`config.mk`:
```
export PLATFORM = sky130hd
export DESIGN_NAME = rgb_pattern_gen
export DESIGN_NICKNAME = d
export VERILOG_FILES = /design/src/rtl/rgb_pkg.sv /design/src/rtl/key_debounce.sv /design/src/rtl/rgb_pattern_gen.sv
export SDC_FILE = /design/constraint.sdc
export NUM_CORES = 1
export LEC_CHECK = 0
export ABC_AREA = 1
export BUFFER_PORTS_ARGS = -buffer_cell sky130_fd_sc_hd__buf_2
export CORE_ASPECT_RATIO = 0.7
export CORE_MARGIN = 3
export CORE_UTILIZATION = 45
export CTS_CLUSTER_DIAMETER = 120
export DETAILED_ROUTE_END_ITERATION = 16
export HOLD_SLACK_MARGIN = 0.02
export PLACE_DENSITY = 0.68
export SETUP_SLACK_MARGIN = 0.1
export SYNTH_ARGS = -nofsm -noshare
export SYNTH_HDL_FRONTEND = slang
export SYNTH_SLANG_ARGS = --single-unit
export TNS_END_PERCENT = 20
```
`constraint.sdc`:
```
create_clock -name rgb_clk -period 5 [get_ports rgb_clk]
set_input_delay 0.75 -clock rgb_clk [delete_from_list [all_inputs] [get_ports rgb_clk]]
set_output_delay 0.75 -clock rgb_clk [all_outputs]
set_load 0.02 [all_outputs]
```
`src/rtl/rgb_pkg.sv`:
```
// rgb_pkg: shared constants and types for the
// RGB565 test-pattern pixel source.
package rgb_pkg;

  localparam int H_ACTIVE_DEF = 480;
  localparam int V_ACTIVE_DEF = 272;
  localparam int BAR_W        = 60;

  localparam logic [2:0] MODE_BARS  = 3'd0;
  localparam logic [2:0] MODE_GRID  = 3'd1;
  localparam logic [2:0] MODE_RAMP  = 3'd2;
  localparam logic [2:0] MODE_BOX   = 3'd3;
  localparam logic [2:0] MODE_CHECK = 3'd4;
  localparam logic [2:0] MODE_LAST  = 3'd4;

  localparam logic [15:0] C_WHITE = 16'hFFFF;
  localparam logic [15:0] C_BLACK = 16'h0000;
  localparam logic [15:0] C_RED   = 16'hF800;
  localparam logic [15:0] C_BLUE  = 16'h001F;

  // white, yellow, cyan, green,
  // magenta, red, blue, black
  localparam logic [0:7][15:0] BAR_LUT = {
    16'hFFFF, 16'hFFE0, 16'h07FF, 16'h07E0,
    16'hF81F, 16'hF800, 16'h001F, 16'h0000
  };

  typedef struct packed {
    logic [10:0] pos;
    logic        left;
  } axis_t;

  typedef struct packed {
    logic       hs;
    logic       vs;
    logic       de;
    logic [5:0] ramp;
    logic [2:0] bar;
    logic       grid;
    logic       box;
    logic       chk;
  } s1_t;

  function automatic logic [2:0] bar_idx(
    input logic [10:0] x
  );
    logic [2:0] k;
    k = '0;
    for (int i = 1; i < 8; i++)
      if (x >= 11'(BAR_W * i)) k = 3'(i);
    return k;
  endfunction

  // bounce between 0 and lim in step units
  function automatic axis_t axis_next(
    input axis_t       a,
    input logic [10:0] lim,
    input logic [10:0] step
  );
    axis_t n;
    n = a;
    if (!a.left) begin
      if (a.pos >= lim - step) begin
        n.pos  = lim;
        n.left = 1'b1;
      end else begin
        n.pos = a.pos + step;
      end
    end else begin
      if (a.pos <= step) begin
        n.pos  = '0;
        n.left = 1'b0;
      end else begin
        n.pos = a.pos - step;
      end
    end
    return n;
  endfunction

endpackage

```
`src/rtl/key_debounce.sv`:
```
// key_debounce: 2-FF synchroniser, stability
// counter and one-cycle press pulse.
module key_debounce #(
  parameter int DEB_CYCLES = 180000
) (
  input  logic clk,
  input  logic rst_n,
  input  logic key_n,
  output logic press
);

  localparam int CW = $clog2(DEB_CYCLES + 1);

  logic [1:0]    sync;
  logic          deb;
  logic [CW-1:0] cnt;

  // bring the async key into the clock domain
  always_ff @(posedge clk or negedge rst_n) begin
    if (!rst_n) sync <= 2'b11;
    else        sync <= {sync[0], key_n};
  end

  // accept a new level only after it holds
  always_ff @(posedge clk or negedge rst_n) begin
    if (!rst_n) begin
      cnt   <= '0;
      deb   <= 1'b1;
      press <= 1'b0;
    end else begin
      press <= 1'b0;
      if (sync[1] == deb) begin
        cnt <= '0;
      end else if (cnt == CW'(DEB_CYCLES - 1)) begin
        cnt   <= '0;
        deb   <= sync[1];
        press <= deb;
      end else begin
        cnt <= cnt + 1'b1;
      end
    end
  end

endmodule

```
`src/rtl/rgb_pattern_gen.sv`:
```
// rgb_pattern_gen: two-stage RGB565 pattern
// source behind the LCD timing generator.
module rgb_pattern_gen
  import rgb_pkg::*;
#(
  parameter int   H_ACTIVE   = H_ACTIVE_DEF,
  parameter int   V_ACTIVE   = V_ACTIVE_DEF,
  parameter logic VS_POL     = 1'b0,
  parameter int   DEB_CYCLES = 180000,
  parameter int   BOX_SIZE   = 32,
  parameter int   BOX_STEP   = 2
) (
  input  logic        rgb_clk,
  input  logic        rgb_rst_n,
  input  logic        in_hs,
  input  logic        in_vs,
  input  logic        in_de,
  input  logic [10:0] in_x,
  input  logic [10:0] in_y,
  input  logic        key_n,
  output logic        out_hs,
  output logic        out_vs,
  output logic        out_de,
  output logic [4:0]  out_r,
  output logic [5:0]  out_g,
  output logic [4:0]  out_b,
  output logic [2:0]  mode
);

  localparam logic [10:0] XLIM = 11'(H_ACTIVE - BOX_SIZE);
  localparam logic [10:0] YLIM = 11'(V_ACTIVE - BOX_SIZE);
  localparam logic [10:0] STEP = 11'(BOX_STEP);
  localparam logic [11:0] BSZ  = 12'(BOX_SIZE);

  logic       press;
  logic       vs_q;
  logic       fs;
  logic [2:0] pend;
  logic [7:0] frame_cnt;
  axis_t      bx_q;
  axis_t      by_q;
  s1_t        s1_d;
  s1_t        s1_q;
  logic [15:0] col;

  key_debounce #(
    .DEB_CYCLES(DEB_CYCLES)
  ) u_key (
    .clk  (rgb_clk),
    .rst_n(rgb_rst_n),
    .key_n(key_n),
    .press(press)
  );

  assign fs = (in_vs == VS_POL) && (vs_q != VS_POL);

  // frame-start edge detect and per-frame state
  always_ff @(posedge rgb_clk or negedge rgb_rst_n) begin
    if (!rgb_rst_n) begin
      vs_q      <= VS_POL;
      mode      <= MODE_BARS;
      frame_cnt <= '0;
      bx_q      <= '0;
      by_q      <= '0;
    end else begin
      vs_q <= in_vs;
      if (fs) begin
        mode      <= pend;
        frame_cnt <= frame_cnt + 8'd1;
        bx_q      <= axis_next(bx_q, XLIM, STEP);
        by_q      <= axis_next(by_q, YLIM, STEP);
      end
    end
  end

  // queued mode; presses land here first
  always_ff @(posedge rgb_clk or negedge rgb_rst_n) begin
    if (!rgb_rst_n)  pend <= MODE_BARS;
    else if (press)
      pend <= (pend == MODE_LAST) ? MODE_BARS
                                  : pend + 3'd1;
  end

  // stage-1 predicates for every pattern
  always_comb begin
    s1_d      = '0;
    s1_d.hs   = in_hs;
    s1_d.vs   = in_vs;
    s1_d.de   = in_de;
    s1_d.ramp = in_x[8:3];
    s1_d.bar  = bar_idx(in_x);
    s1_d.grid = (in_x[3:0] == 4'd0)
             || (in_y[3:0] == 4'd0)
             || (in_x == 11'(H_ACTIVE - 1))
             || (in_y == 11'(V_ACTIVE - 1));
    s1_d.box  = ({1'b0, in_x} >= {1'b0, bx_q.pos})
             && ({1'b0, in_x} <  {1'b0, bx_q.pos} + BSZ)
             && ({1'b0, in_y} >= {1'b0, by_q.pos})
             && ({1'b0, in_y} <  {1'b0, by_q.pos} + BSZ);
    s1_d.chk  = in_x[4] ^ in_y[4] ^ frame_cnt[5];
  end

  // stage-1 register
  always_ff @(posedge rgb_clk or negedge rgb_rst_n) begin
    if (!rgb_rst_n) s1_q <= '0;
    else            s1_q <= s1_d;
  end

  // colour select by displayed mode
  always_comb begin
    col = C_BLACK;
    unique case (1'b1)
      (mode == MODE_BARS):  col = BAR_LUT[s1_q.bar];
      (mode == MODE_GRID):  col = s1_q.grid ? C_WHITE : C_BLACK;
      (mode == MODE_RAMP):  col = {s1_q.ramp[5:1],
                                   s1_q.ramp,
                                   s1_q.ramp[5:1]};
      (mode == MODE_BOX):   col = s1_q.box ? C_RED : C_BLUE;
      (mode == MODE_CHECK): col = s1_q.chk ? C_WHITE : C_BLACK;
      default:              col = C_BLACK;
    endcase
  end

  // stage-2 register; blank outside de
  always_ff @(posedge rgb_clk or negedge rgb_rst_n) begin
    if (!rgb_rst_n) begin
      out_hs <= 1'b0;
      out_vs <= 1'b0;
      out_de <= 1'b0;
      {out_r, out_g, out_b} <= '0;
    end else begin
      out_hs <= s1_q.hs;
      out_vs <= s1_q.vs;
      out_de <= s1_q.de;
      {out_r, out_g, out_b} <= s1_q.de ? col : 16'h0000;
    end
  end

endmodule

```
==> impl_metrics.csv <==
group,metric,value,unit
timing,report.final.slew_viol_count,0,
die,rows,35,
power_and_ir_drop,power.switching,1.34,mW
die,die_width,147,um
yosys,synthesis.instances,842,
clock_network,post_cts_resized,0,
layout,layout-drive-gt1-share,15.4,%
clock_network,holdBufCountCts,0,
clock_network,cts_setup_buffers,0,
timing,worst_pin_slew,918,ps
worst_setup_path,cp.arrival,2720,ps
power_and_ir_drop,pwr_density_cell,451,mW/mm^2
worst_setup_path,critical_path_class,"input port to register",
layout,n_fill_cell,1294,
clock_network,cts_root_buf,"clkbuf_16",
yosys,synthSimpleGateAreaFrac,36.3,%
timing,finalCriticalPeriod,2490,ps
clock_network,cts_max_level,3,
placement,io_buffers,49,
clock_network,clk_pin_slew,70,ps
layout,nets,962,
yosys,synth.area.mux_share,0,%
detailed_routing,drt_wl_total,15100,um
timing,max_freq,402,MHz
die,dieHeight,105,um
power_and_ir_drop,p_total,3.17,mW
power_and_ir_drop,clock_power_share,25.3,%
yosys,synthFlopType,"dfrtp_1",
yosys,syn_nets,917,
grt,grtUsageTotal,20.4,%
detailed_routing,avgViaCountPerCell,5.02,
grt,grt_overflow,0,
grt,grt_pass1_vias,4937,
clock_network,clock_path_buffers,2,
timing,setup_violations,0,
placement,dp_hpwl,11700,um
grt,use_met2,26.1,%
timing,fin_crit_sh,49.7,%
yosys,synth_warnings,0,
layout,multi_input_area,0.00355,sq mm
clock_network,clk-insertion-delay-late,340,ps
grt,gr-usage-met3,4.42,%
placement,place.gp.congestion,0.951,
timing,tns,0,ps
worst_setup_path,cpPeakStageDelay,910,ps
detailed_routing,drc,0,
clock_network,numCtsBuffers,9,
die,die_area,0.0154,sq mm
run,max_cap_viol_count,0,
power_and_ir_drop,ir_worst_vdd,0.000215,V
die,io_pins,50,
grt,antenna_found_initial,0,
worst_setup_path,slowest_stage,"inv_1",
worst_setup_path,startpoint_type,"input port",
detailed_routing,ant_nets,0,
worst_setup_path,crit_top_cell,"inv_1",
worst_setup_path,crit_fanout,29,
yosys,synth_xor_area_share,4.33,%
layout,stdcell_area,0.00703,sq mm
yosys,synthAdderAreaFrac,9.38,%
yosys,synth_cell_types,48,
grt,grt.busiest_layer,"met1",
grt,grtUsageMet1,34.4,%
grt,grt_max_degree,54,
detailed_routing,drt-initial-drc-count,403,
worst_setup_path,cp-end-kind,"register",
power_and_ir_drop,p_comb_share,41.1,%
yosys,synth_area,0.00627,sq mm
die,initial_core_util,46.8,%
yosys,synth_top_family_by_area,"simple AND/OR/NAND/NOR gates",
timing,skew,9.31,ps
grt,grt_pass1_wl,25500,um
timing,rsz0062_at_grt,"false",
worst_setup_path,path_cells,"buf_2 -> inv_1 -> nand2_1 -> inv_1 -> nand4_1 -> xnor2_1",
power_and_ir_drop,p_leak,3.58,nW
yosys,synth_seq_cells,90,
yosys,synth-edff-count,0,
hold_path,min_path_type,"register to register",
detailed_routing,drt-pass1-iter-count,5,
detailed_routing,wl_per_cell,14.0,um
power_and_ir_drop,internal-power,1.83,mW
power_and_ir_drop,seqPwrFrac,33.6,%
timing,hold_ws,354,ps
clock_network,clkSinkCount,90,
die,core-area,0.0134,sq mm
yosys,async_flop_share,100,%
detailed_routing,vias,5402,
placement,placed_area,0.00667,sq mm
clock_network,cts_tree,"yes",
power_and_ir_drop,swShare,42.3,%
layout,insertedDiodeCount,0,
layout,final-seq-area,0.00226,sq mm
timing,finalHoldViolCount,0,
worst_setup_path,cp.required,5230,ps
yosys,ys_seq_area_share,36.0,%
layout,fin_util,52.4,%
yosys,avgSynthCellArea,7.44,sq um
status,status,"complete, no violations",
yosys,synth_compound_area_share,6.61,%
timing,max_slew_margin,38.7,%
layout,syn_to_final_growth,12.2,%
[cell families (layout without fill, tap and decap cells)]
| logic type | Yosys count | in the layout |
|---|---|---|
| flops | 90 | 90 |
| compound gates | 69 | 69 |
| xor+xnor | 31 | 31 |
| simple gates | 488 | 488 |
| fa+ha+maj | 47 | 47 |
| buf+inv | 117 | 167 |
[synthesized netlist by cell type, types with 3 or more instances]
cell type  count  area, sq um
a21o_1         5         37.5
a21oi_1       22          110
buf_2          5         25.0
clkbuf_1       6         22.5
dfrtp_1       87         2180
dfstp_2        3         78.8
ha_1          47          588
inv_1         90          338
inv_2         10         37.5
nand2_1      238          893
nand2_2       15         93.8
nand2_4        3         33.8
nand3_1       59          295
nand4_1       17          106
nor2_1        99          372
nor2_2        13         81.3
nor2_4         9          101
nor3_1         9         45.0
nor3_2         5         50.1
nor3b_1        5         37.5
nor4_1         5         31.3
o21ai_0       23          115
o21ai_1        7         35.0
xnor2_1        5         43.8
xor2_1        26          228
[sequential cells by signal, summed over array words and instances (netlist names), 2 cells and up]
name	cells
bx_q	11
by_q	11
pend	3
u_key.sync	2
out_g	6
frame_cnt	6
u_key.cnt	18
out_b	5
s1_q	15
out_r	5
mode	3
[layout make-up]
type | instances | area share, %
multi-input cells | 635 | 50.5
flip-flops and latches | 90 | 32.1
inverters | 101 | 5.39
repair buffers | 50 | 3.63
clock buffers | 10 | 3.40
well taps | 185 | 3.29
clock inverters | 6 | 1.69
[metal layers]
metal / wire length [um] / vias to the layer above
met3: 1270 / 8
met5: 0 / -
li1: - / 2774
met1: 8340 / 2430
met4: 118 / 0
met2: 5380 / 190
[worst max-delay path, delay by kind of cell]
kind	cells	cell delay, ps
buffers and inverters	3	1050
xor gates and xnor gates	1	180
and+or+nand+nor	2	730
[cell usage in the layout, fill, tap and decap left out, types with 9 or more instances in the layout]
cell type  instances
buf_2             48
ha_1              47
a21oi_1           22
nor2_1            99
xor2_1            26
nand2_1          238
o21ai_0           23
nand2_2           15
nor2_4             9
nor2_2            13
inv_1             90
nand4_1           17
dfrtp_1           87
clkbuf_16          9
nor3_1             9
inv_2             10
nand3_1           59
[power groups by stage]
stage	clock network (mW)	logic, mW	registers (mW)
global placement	0	1.26	1.07
finish	0.802	1.30	1.07
detailed placement	0	1.28	1.06
CTS	0.817	1.29	1.06
floorplan	0	1.07	0.950
global route	0.846	1.49	1.08
[through the flow]
step | instances | setup slack, ps
after floorplan | 842 | 3050
after global placement | 1061 | 2140
after detailed placement | 1061 | 2110
after CTS | 1077 | 2480
after global routing | 1077 | 2270
final | 1077 | 2510
[path summary, 6_finish.rpt]
path,startpoint,endpoint,slack [ps],depth (start not counted)
min,s1_q[14]$_DFF_PN0_,out_hs$_DFF_PN0_,350,0
min reg2reg,s1_q[14]$_DFF_PN0_,out_hs$_DFF_PN0_,350,0
min in group asynchronous,rgb_rst_n,u_key.cnt[6]$_DFF_PN0_,370,1
max in group asynchronous,rgb_rst_n,u_key.cnt[9]$_DFF_PN0_,3580,2
max reg2reg,s1_q[13]$_DFF_PN0_,frame_cnt[4]$_DFFE_PN0P_,2710,4
max,in_vs,frame_cnt[4]$_DFFE_PN0P_,2510,6
No activity file was read; power rests on OpenSTA's default activity.
